### src/rtl/router_pkg.sv
// Shared MinBD router definitions: flit field positions, direction codes, channel indices.
// Also holds the XY route-direction helper used by the injection controller.
package router_pkg;

    localparam int unsigned FLIT_W = 11;

    localparam int unsigned TAG_HI = 10;
    localparam int unsigned TAG_LO = 9;
    localparam int unsigned DIR_HI = 8;
    localparam int unsigned DIR_LO = 6;
    localparam int unsigned ROW_HI = 5;
    localparam int unsigned ROW_LO = 3;
    localparam int unsigned COL_HI = 2;
    localparam int unsigned COL_LO = 0;

    localparam int unsigned CH_N   = 0;
    localparam int unsigned CH_S   = 1;
    localparam int unsigned CH_E   = 2;
    localparam int unsigned CH_W   = 3;
    localparam int unsigned NUM_CH = 4;

    typedef enum logic [2:0] {
        DIR_E     = 3'b000,
        DIR_W     = 3'b001,
        DIR_N     = 3'b010,
        DIR_S     = 3'b011,
        DIR_LOCAL = 3'b100
    } dir_e;

    // Column is resolved first, then row (dimension-ordered routing).
    function automatic dir_e route_dir(input logic [2:0] row, input logic [2:0] col,
                                       input logic [2:0] my_row, input logic [2:0] my_col);
        if (col > my_col)      return DIR_E;
        else if (col < my_col) return DIR_W;
        else if (row > my_row) return DIR_N;
        else if (row < my_row) return DIR_S;
        else                   return DIR_LOCAL;
    endfunction

endpackage

### src/rtl/inject_scheduler_if.sv
// PE-side and channel-side signals of the injection controller, bundled as one interface.
interface inject_scheduler_if
    import router_pkg::*;
#(
    parameter int unsigned DEPTH = 4
);

    logic [FLIT_W-1:0]       pe_flit;
    logic                    pe_vld;
    logic                    pe_rdy;
    logic [NUM_CH-1:0]       ch_vld;
    logic [FLIT_W-1:0]       inj_flit;
    logic [NUM_CH-1:0]       inj_sel;
    logic [FLIT_W-1:0]       loc_flit;
    logic                    loc_vld;
    logic                    starve;
    logic [$clog2(DEPTH):0]  fifo_cnt;

    modport master (
        output pe_flit, pe_vld, ch_vld,
        input  pe_rdy, inj_flit, inj_sel, loc_flit, loc_vld, starve, fifo_cnt
    );

    modport slave (
        input  pe_flit, pe_vld, ch_vld,
        output pe_rdy, inj_flit, inj_sel, loc_flit, loc_vld, starve, fifo_cnt
    );

endinterface

### src/rtl/inj_fifo.sv
// Injection FIFO: synchronous write, asynchronous head read, occupancy count.
module inj_fifo #(
    parameter int unsigned DEPTH = 4,
    parameter int unsigned WIDTH = 11
) (
    input  logic                   clk,
    input  logic                   rst_n,
    input  logic                   wr_en,
    input  logic [WIDTH-1:0]       wr_data,
    input  logic                   rd_en,
    output logic [WIDTH-1:0]       rd_data,
    output logic                   empty,
    output logic                   full,
    output logic [$clog2(DEPTH):0] cnt
);

    localparam int unsigned PtrW = $clog2(DEPTH);

    logic [WIDTH-1:0]  mem [DEPTH];
    logic [PtrW-1:0]   wr_ptr_q, rd_ptr_q;
    logic [PtrW:0]     cnt_q;
    logic              push, pop;

    assign empty   = (cnt_q == '0);
    assign full    = (cnt_q == (PtrW+1)'(DEPTH));
    assign push    = wr_en && !full;
    assign pop     = rd_en && !empty;
    assign rd_data = mem[rd_ptr_q];
    assign cnt     = cnt_q;

    always_ff @(posedge clk) begin
        if (push) mem[wr_ptr_q] <= wr_data;
    end

    // DEPTH is a power of two, so pointer overflow is the modulo wrap.
    always_ff @(posedge clk or negedge rst_n) begin
        if (!rst_n) begin
            wr_ptr_q <= '0;
            rd_ptr_q <= '0;
            cnt_q    <= '0;
        end else begin
            if (push) wr_ptr_q <= wr_ptr_q + 1'b1;
            if (pop)  rd_ptr_q <= rd_ptr_q + 1'b1;
            case ({push, pop})
                2'b10:   cnt_q <= cnt_q + 1'b1;
                2'b01:   cnt_q <= cnt_q - 1'b1;
                default: cnt_q <= cnt_q;
            endcase
        end
    end

endmodule

### src/rtl/inject_scheduler.sv
// Local-injection controller for one MinBD node: buffers PE flits, routes the head flit,
// grants the first free outgoing slot and flags starvation.
module inject_scheduler
    import router_pkg::*;
#(
    parameter int unsigned DEPTH        = 4,
    parameter logic [2:0]  MY_ROW       = 3'd4,
    parameter logic [2:0]  MY_COL       = 3'd4,
    parameter int unsigned STARVE_LIMIT = 8
) (
    input  logic               clk,
    input  logic               rst_n,
    inject_scheduler_if.slave  bus
);

    localparam logic [7:0] Limit = 8'(STARVE_LIMIT);

    logic [FLIT_W-1:0]      head;
    logic                   empty, full;
    logic [$clog2(DEPTH):0] cnt;
    dir_e                   dir;
    logic                   is_local;
    logic                   blocked;
    logic                   pop;
    logic [NUM_CH-1:0]      free_sel;
    logic [7:0]             wait_q, wait_d;
    logic                   starve_q;

    inj_fifo #(
        .DEPTH (DEPTH),
        .WIDTH (FLIT_W)
    ) u_fifo (
        .clk     (clk),
        .rst_n   (rst_n),
        .wr_en   (bus.pe_vld),
        .wr_data (bus.pe_flit),
        .rd_en   (pop),
        .rd_data (head),
        .empty   (empty),
        .full    (full),
        .cnt     (cnt)
    );

    assign dir      = route_dir(head[ROW_HI:ROW_LO], head[COL_HI:COL_LO], MY_ROW, MY_COL);
    assign is_local = !empty && (dir == DIR_LOCAL);
    assign blocked  = !empty && (dir != DIR_LOCAL) && (&bus.ch_vld);

    // Lowest-index free slot wins (N > S > E > W).
    always_comb begin
        free_sel = '0;
        casez (bus.ch_vld)
            4'b???0: free_sel[CH_N] = 1'b1;
            4'b??01: free_sel[CH_S] = 1'b1;
            4'b?011: free_sel[CH_E] = 1'b1;
            4'b0111: free_sel[CH_W] = 1'b1;
            default: free_sel = '0;
        endcase
    end

    always_comb begin
        bus.inj_flit = '0;
        if (!empty) bus.inj_flit = {head[TAG_HI:TAG_LO], dir, head[ROW_HI:COL_LO]};
        bus.inj_sel  = (!empty && !is_local) ? free_sel : '0;
        bus.loc_vld  = is_local;
        bus.loc_flit = is_local ? bus.inj_flit : '0;
    end

    assign pop          = (|bus.inj_sel) || is_local;
    assign bus.pe_rdy   = !full;
    assign bus.fifo_cnt = cnt;
    assign bus.starve   = starve_q;

    always_comb begin
        wait_d = wait_q;
        if (pop || empty)                wait_d = '0;
        else if (blocked && wait_q < Limit) wait_d = wait_q + 8'd1;
    end

    always_ff @(posedge clk or negedge rst_n) begin
        if (!rst_n) begin
            wait_q   <= '0;
            starve_q <= 1'b0;
        end else begin
            wait_q   <= wait_d;
            starve_q <= (wait_d == Limit);
        end
    end

endmodule

### src/flat_wrapper.sv
// flat-port wrapper written by rule: the top's interface ports become plain ports
module inject_scheduler_flat import router_pkg::*;
#(
    parameter int unsigned DEPTH        = 4,
    parameter logic [2:0]  MY_ROW       = 3'd4,
    parameter logic [2:0]  MY_COL       = 3'd4,
    parameter int unsigned STARVE_LIMIT = 8
)
  (clk, rst_n, bus_pe_flit, bus_pe_vld, bus_ch_vld, bus_pe_rdy, bus_inj_flit, bus_inj_sel, bus_loc_flit, bus_loc_vld, bus_starve, bus_fifo_cnt);
  inject_scheduler_if #(.DEPTH(DEPTH)) bus_i ();
  input  logic clk;
  input  logic rst_n;
  input wire logic [$bits(bus_i.pe_flit)-1:0] bus_pe_flit;
  input wire logic [$bits(bus_i.pe_vld)-1:0] bus_pe_vld;
  input wire logic [$bits(bus_i.ch_vld)-1:0] bus_ch_vld;
  output wire logic [$bits(bus_i.pe_rdy)-1:0] bus_pe_rdy;
  output wire logic [$bits(bus_i.inj_flit)-1:0] bus_inj_flit;
  output wire logic [$bits(bus_i.inj_sel)-1:0] bus_inj_sel;
  output wire logic [$bits(bus_i.loc_flit)-1:0] bus_loc_flit;
  output wire logic [$bits(bus_i.loc_vld)-1:0] bus_loc_vld;
  output wire logic [$bits(bus_i.starve)-1:0] bus_starve;
  output wire logic [$bits(bus_i.fifo_cnt)-1:0] bus_fifo_cnt;
  assign bus_i.pe_flit = bus_pe_flit;
  assign bus_i.pe_vld = bus_pe_vld;
  assign bus_i.ch_vld = bus_ch_vld;
  assign bus_pe_rdy = bus_i.pe_rdy;
  assign bus_inj_flit = bus_i.inj_flit;
  assign bus_inj_sel = bus_i.inj_sel;
  assign bus_loc_flit = bus_i.loc_flit;
  assign bus_loc_vld = bus_i.loc_vld;
  assign bus_starve = bus_i.starve;
  assign bus_fifo_cnt = bus_i.fifo_cnt;
  inject_scheduler #(.DEPTH(DEPTH), .MY_ROW(MY_ROW), .MY_COL(MY_COL), .STARVE_LIMIT(STARVE_LIMIT)) u_core (.clk(clk), .rst_n(rst_n), .bus(bus_i));
endmodule
### config.mk
export PLATFORM = sky130hd
export DESIGN_NAME = inject_scheduler_flat
export DESIGN_NICKNAME = d
export VERILOG_FILES = /design/src/rtl/router_pkg.sv /design/src/rtl/inject_scheduler_if.sv /design/src/rtl/inj_fifo.sv /design/src/rtl/inject_scheduler.sv /design/src/flat_wrapper.sv
export SDC_FILE = /design/constraint.sdc
export NUM_CORES = 1
export LEC_CHECK = 0
export ABC_AREA = 0
export CAP_MARGIN = 10
export CORE_AREA = 3 3 73 82
export CTS_CLUSTER_SIZE = 12
export DETAILED_ROUTE_END_ITERATION = 12
export DIE_AREA = 0 0 76 85
export GPL_TIMING_DRIVEN = 0
export PLACE_DENSITY = 0.78
export SLEW_MARGIN = 25
export SYNTH_ARGS = -nofsm -noshare
export SYNTH_HDL_FRONTEND = slang
export SYNTH_HIERARCHICAL = 1
export SYNTH_SLANG_ARGS = --single-unit
### constraint.sdc
create_clock -name clk -period 4 [get_ports clk]
set_input_delay 0.8 -clock clk [delete_from_list [all_inputs] [get_ports clk]]
set_output_delay 0.8 -clock clk [all_outputs]
set_load 0.02 [all_outputs]
==> reports/results.ini <==
[status]
status = finished clean

[timing]
skew_ps = 2.45
min_period_ps = 3700
rsz0062_at_grt = false
worst_slack_ps = 297
period_share_pct = 92.6
slew_violations = 0
setup_viol_count_final = 0
max_freq_mhz = 270
slew_headroom_pct = 53.0
finalHoldViolations = 0
tightest_slew_ps = 702
fin_tns_setup_ps = 0

[worst_setup_path]
cp-end-kind = primary output
slowest_stage = clkdlybuf4s50_1
rrSetupSlack_ps = 700
reg2reg_depth = 12
slowest_delay_ps = 600
required_ps = 3200
path_class = flip-flop to primary output
start_kind = flip-flop
crit_chain = buf_6 > mux4_2 > nor3b_2 > and3_1 > and2_1 > clkdlybuf4s50_1
cp.arrival_ps = 2900
crit_fanout = 7
worstReg2RegStart = u_core/u_fifo/rd_ptr_q[0]
r2r_end = u_core/u_fifo/cnt[2]

[final_layout]
fin_area_mm2 = 0.00284
final_layout_size_suffix_gt1_share_pct = 15.9
syn_to_final_growth_pct = 26.7
antenna_cells = 0
nNetsFinal = 233
final.fill_count = 439
final_cells = 283

[run]
cap_violations = 0

[power_and_ir_drop]
power_mw = 1.91
clock_power_share_pct = 13.6
power_switching_mw = 0.684
power.internal_mw = 1.22
leakage_nw = 1.10
power.density_mw_per_mm2 = 672
max-vdd-ir-drop_mv = 0.208
pwr-share-comb_pct = 49.1
switching_share_pct = 35.9
power_frac_seq_pct = 37.3

[clock_tree]
clkSinkCount = 48
post_cts_buffers = 0
cts_made_buffers = 5
clk_path_buf_depth = 2
clk_latency_ps = 290
cts_root_buffer = clkbuf_8
clkTransAtPathRegs_ps = 80
htree_levels = 2
cts_tree = done

[placement]
dpl_cell_area_mm2 = 0.00275
hpwl_mm = 2.86
post-place-cells = 276
post-place-ws_ps = 429
gp_congestion = 0.692
io_buffer_count = 40

[route]
ant_nets = 0
drt_pass1_iterations = 4
routed_wl_mm = 3.76
drt_iter0_drc = 38
via_count = 1333
via_per_inst = 4.71
wl_per_cell_um = 13.3
drc = 0

[global_route]
track_usage_pct = 12.8
grt_first_pass_wirelength_mm = 6.48
first_global_vias = 1331
overflow = 0
grt_max_degree = 17
antenna_found_initial = 0

[yosys]
synth_area_per_cell_um2 = 14.4
syn_area_mm2 = 0.00224
synthCells = 156
ys_warn_count = 6

[floorplanning]
die_area_mm2 = 0.00646
core_area_mm2 = 0.00529
rows = 28
start_util_pct = 42.4
die_w_um = 76
die_y_um = 85
io_pins = 50

[worst_hold_path]
worstHoldStart = u_core/wait_q[4]
holdPathEnd = u_core/wait_q[4]
whs_path_depth = 1
hold_class = flip-flop to flip-flop

==> cells in the final DEF (no fill, tap or decap), types with 2 or more instances in the layout <==
cell type and n:
xor2_1 3, and2_2 5, edfxtp_1 32, and2_1 5, conb_1 6, xnor2_1 4
o21ai_0 3, nand2b_1 2, nor2_1 10, nand2_1 2, nor3_1 2, dfrtp_1 16
ha_1 6, inv_1 8, nor2b_1 8, a21oi_1 6, and3_1 2, clkdlybuf4s50_1 40
clkbuf_8 5, nor4_1 4, or3_1 3, buf_4 6, mux4_2 7
==> what timing repair did <==
item | 4_1_cts | 5_1_grt
gates resized for setup | 0 | 1
hold buffers | 0 | 0
setup endpoints to repair | 0 | 9
==> final cells by class <==
type / count / area (um2) / share of cell area [%]
buffer: 10 / 68.8 / 2.42
clock buffer: 5 / 68.8 / 2.42
clock inverter: 2 / 12.5 / 0.441
inverter: 8 / 30.0 / 1.06
multi-input combinational: 95 / 805 / 28.3
sequential: 48 / 1360 / 47.9
tap: 75 / 93.8 / 3.30
timing repair buffer: 40 / 400 / 14.1
==> worst max-delay path: cells and delay by family (launching register included) <==
kind                   cells  cell delay [ps]
buffers and inverters      2              790
multiplexers               1              540
flip-flops                 1              470
AND/OR/NAND/NOR            3              820
==> metal layers <==
metal / part of all wire [%] / vias up / routed length [um] / global-route usage (%)
met4: 1.0 / 0 / 39 / 4.94
met5: 0 / - / 0 / 0
met2: 48 / 58 / 1820 / 21.1
met1: 42 / 614 / 1570 / 15.8
li1: - / 659 / - / -
met3: 8.8 / 2 / 332 / 4.35
==> flip-flops by register name, summed over array words and instances (netlist names) <==
signal	count
u_core/u_fifo/mem	32
u_core/wait_q	8
u_core/u_fifo/cnt	3
u_core/u_fifo/rd_ptr_q	2
u_core/u_fifo/wr_ptr_q	2
u_core/bus.starve	1
==> stage by stage <==
step	util, %	hold WS (ps)
floorplan	-	479
global placement	52.1	499
detailed placement	52.1	508
CTS	53.6	525
global route	53.7	556
finish	53.7	519
==> power groups by stage <==
stage / combinational [mW] / sequential [mW] / clock, mW
6_report: 0.936 / 0.712 / 0.260
5_1_grt: 1.02 / 0.726 / 0.295
4_1_cts: 0.948 / 0.714 / 0.271
3_5_place_dp: 0.944 / 0.724 / 0
3_3_place_gp: 0.931 / 0.720 / 0
2_1_floorplan: 0.594 / 0.726 / 0
==> worst max path at each step <==
stage / slack (ps) / depth (start not counted) / from / endpoint
after global placement: 410 / 6 / u_core/u_fifo/rd_ptr_q[0] / bus_loc_flit[9]
after floorplan: 940 / 12 / u_core/u_fifo/rd_ptr_q[0] / u_core/u_fifo/cnt[2]
after detailed placement: 430 / 6 / u_core/u_fifo/rd_ptr_q[0] / bus_loc_flit[9]
after CTS: 90 / 6 / u_core/u_fifo/rd_ptr_q[0] / bus_loc_flit[9]
final: 300 / 6 / u_core/u_fifo/rd_ptr_q[0] / bus_loc_flit[9]
after global routing: 90 / 6 / u_core/u_fifo/rd_ptr_q[0] / bus_inj_sel[1]
Power figures use the tool's default switching activity.
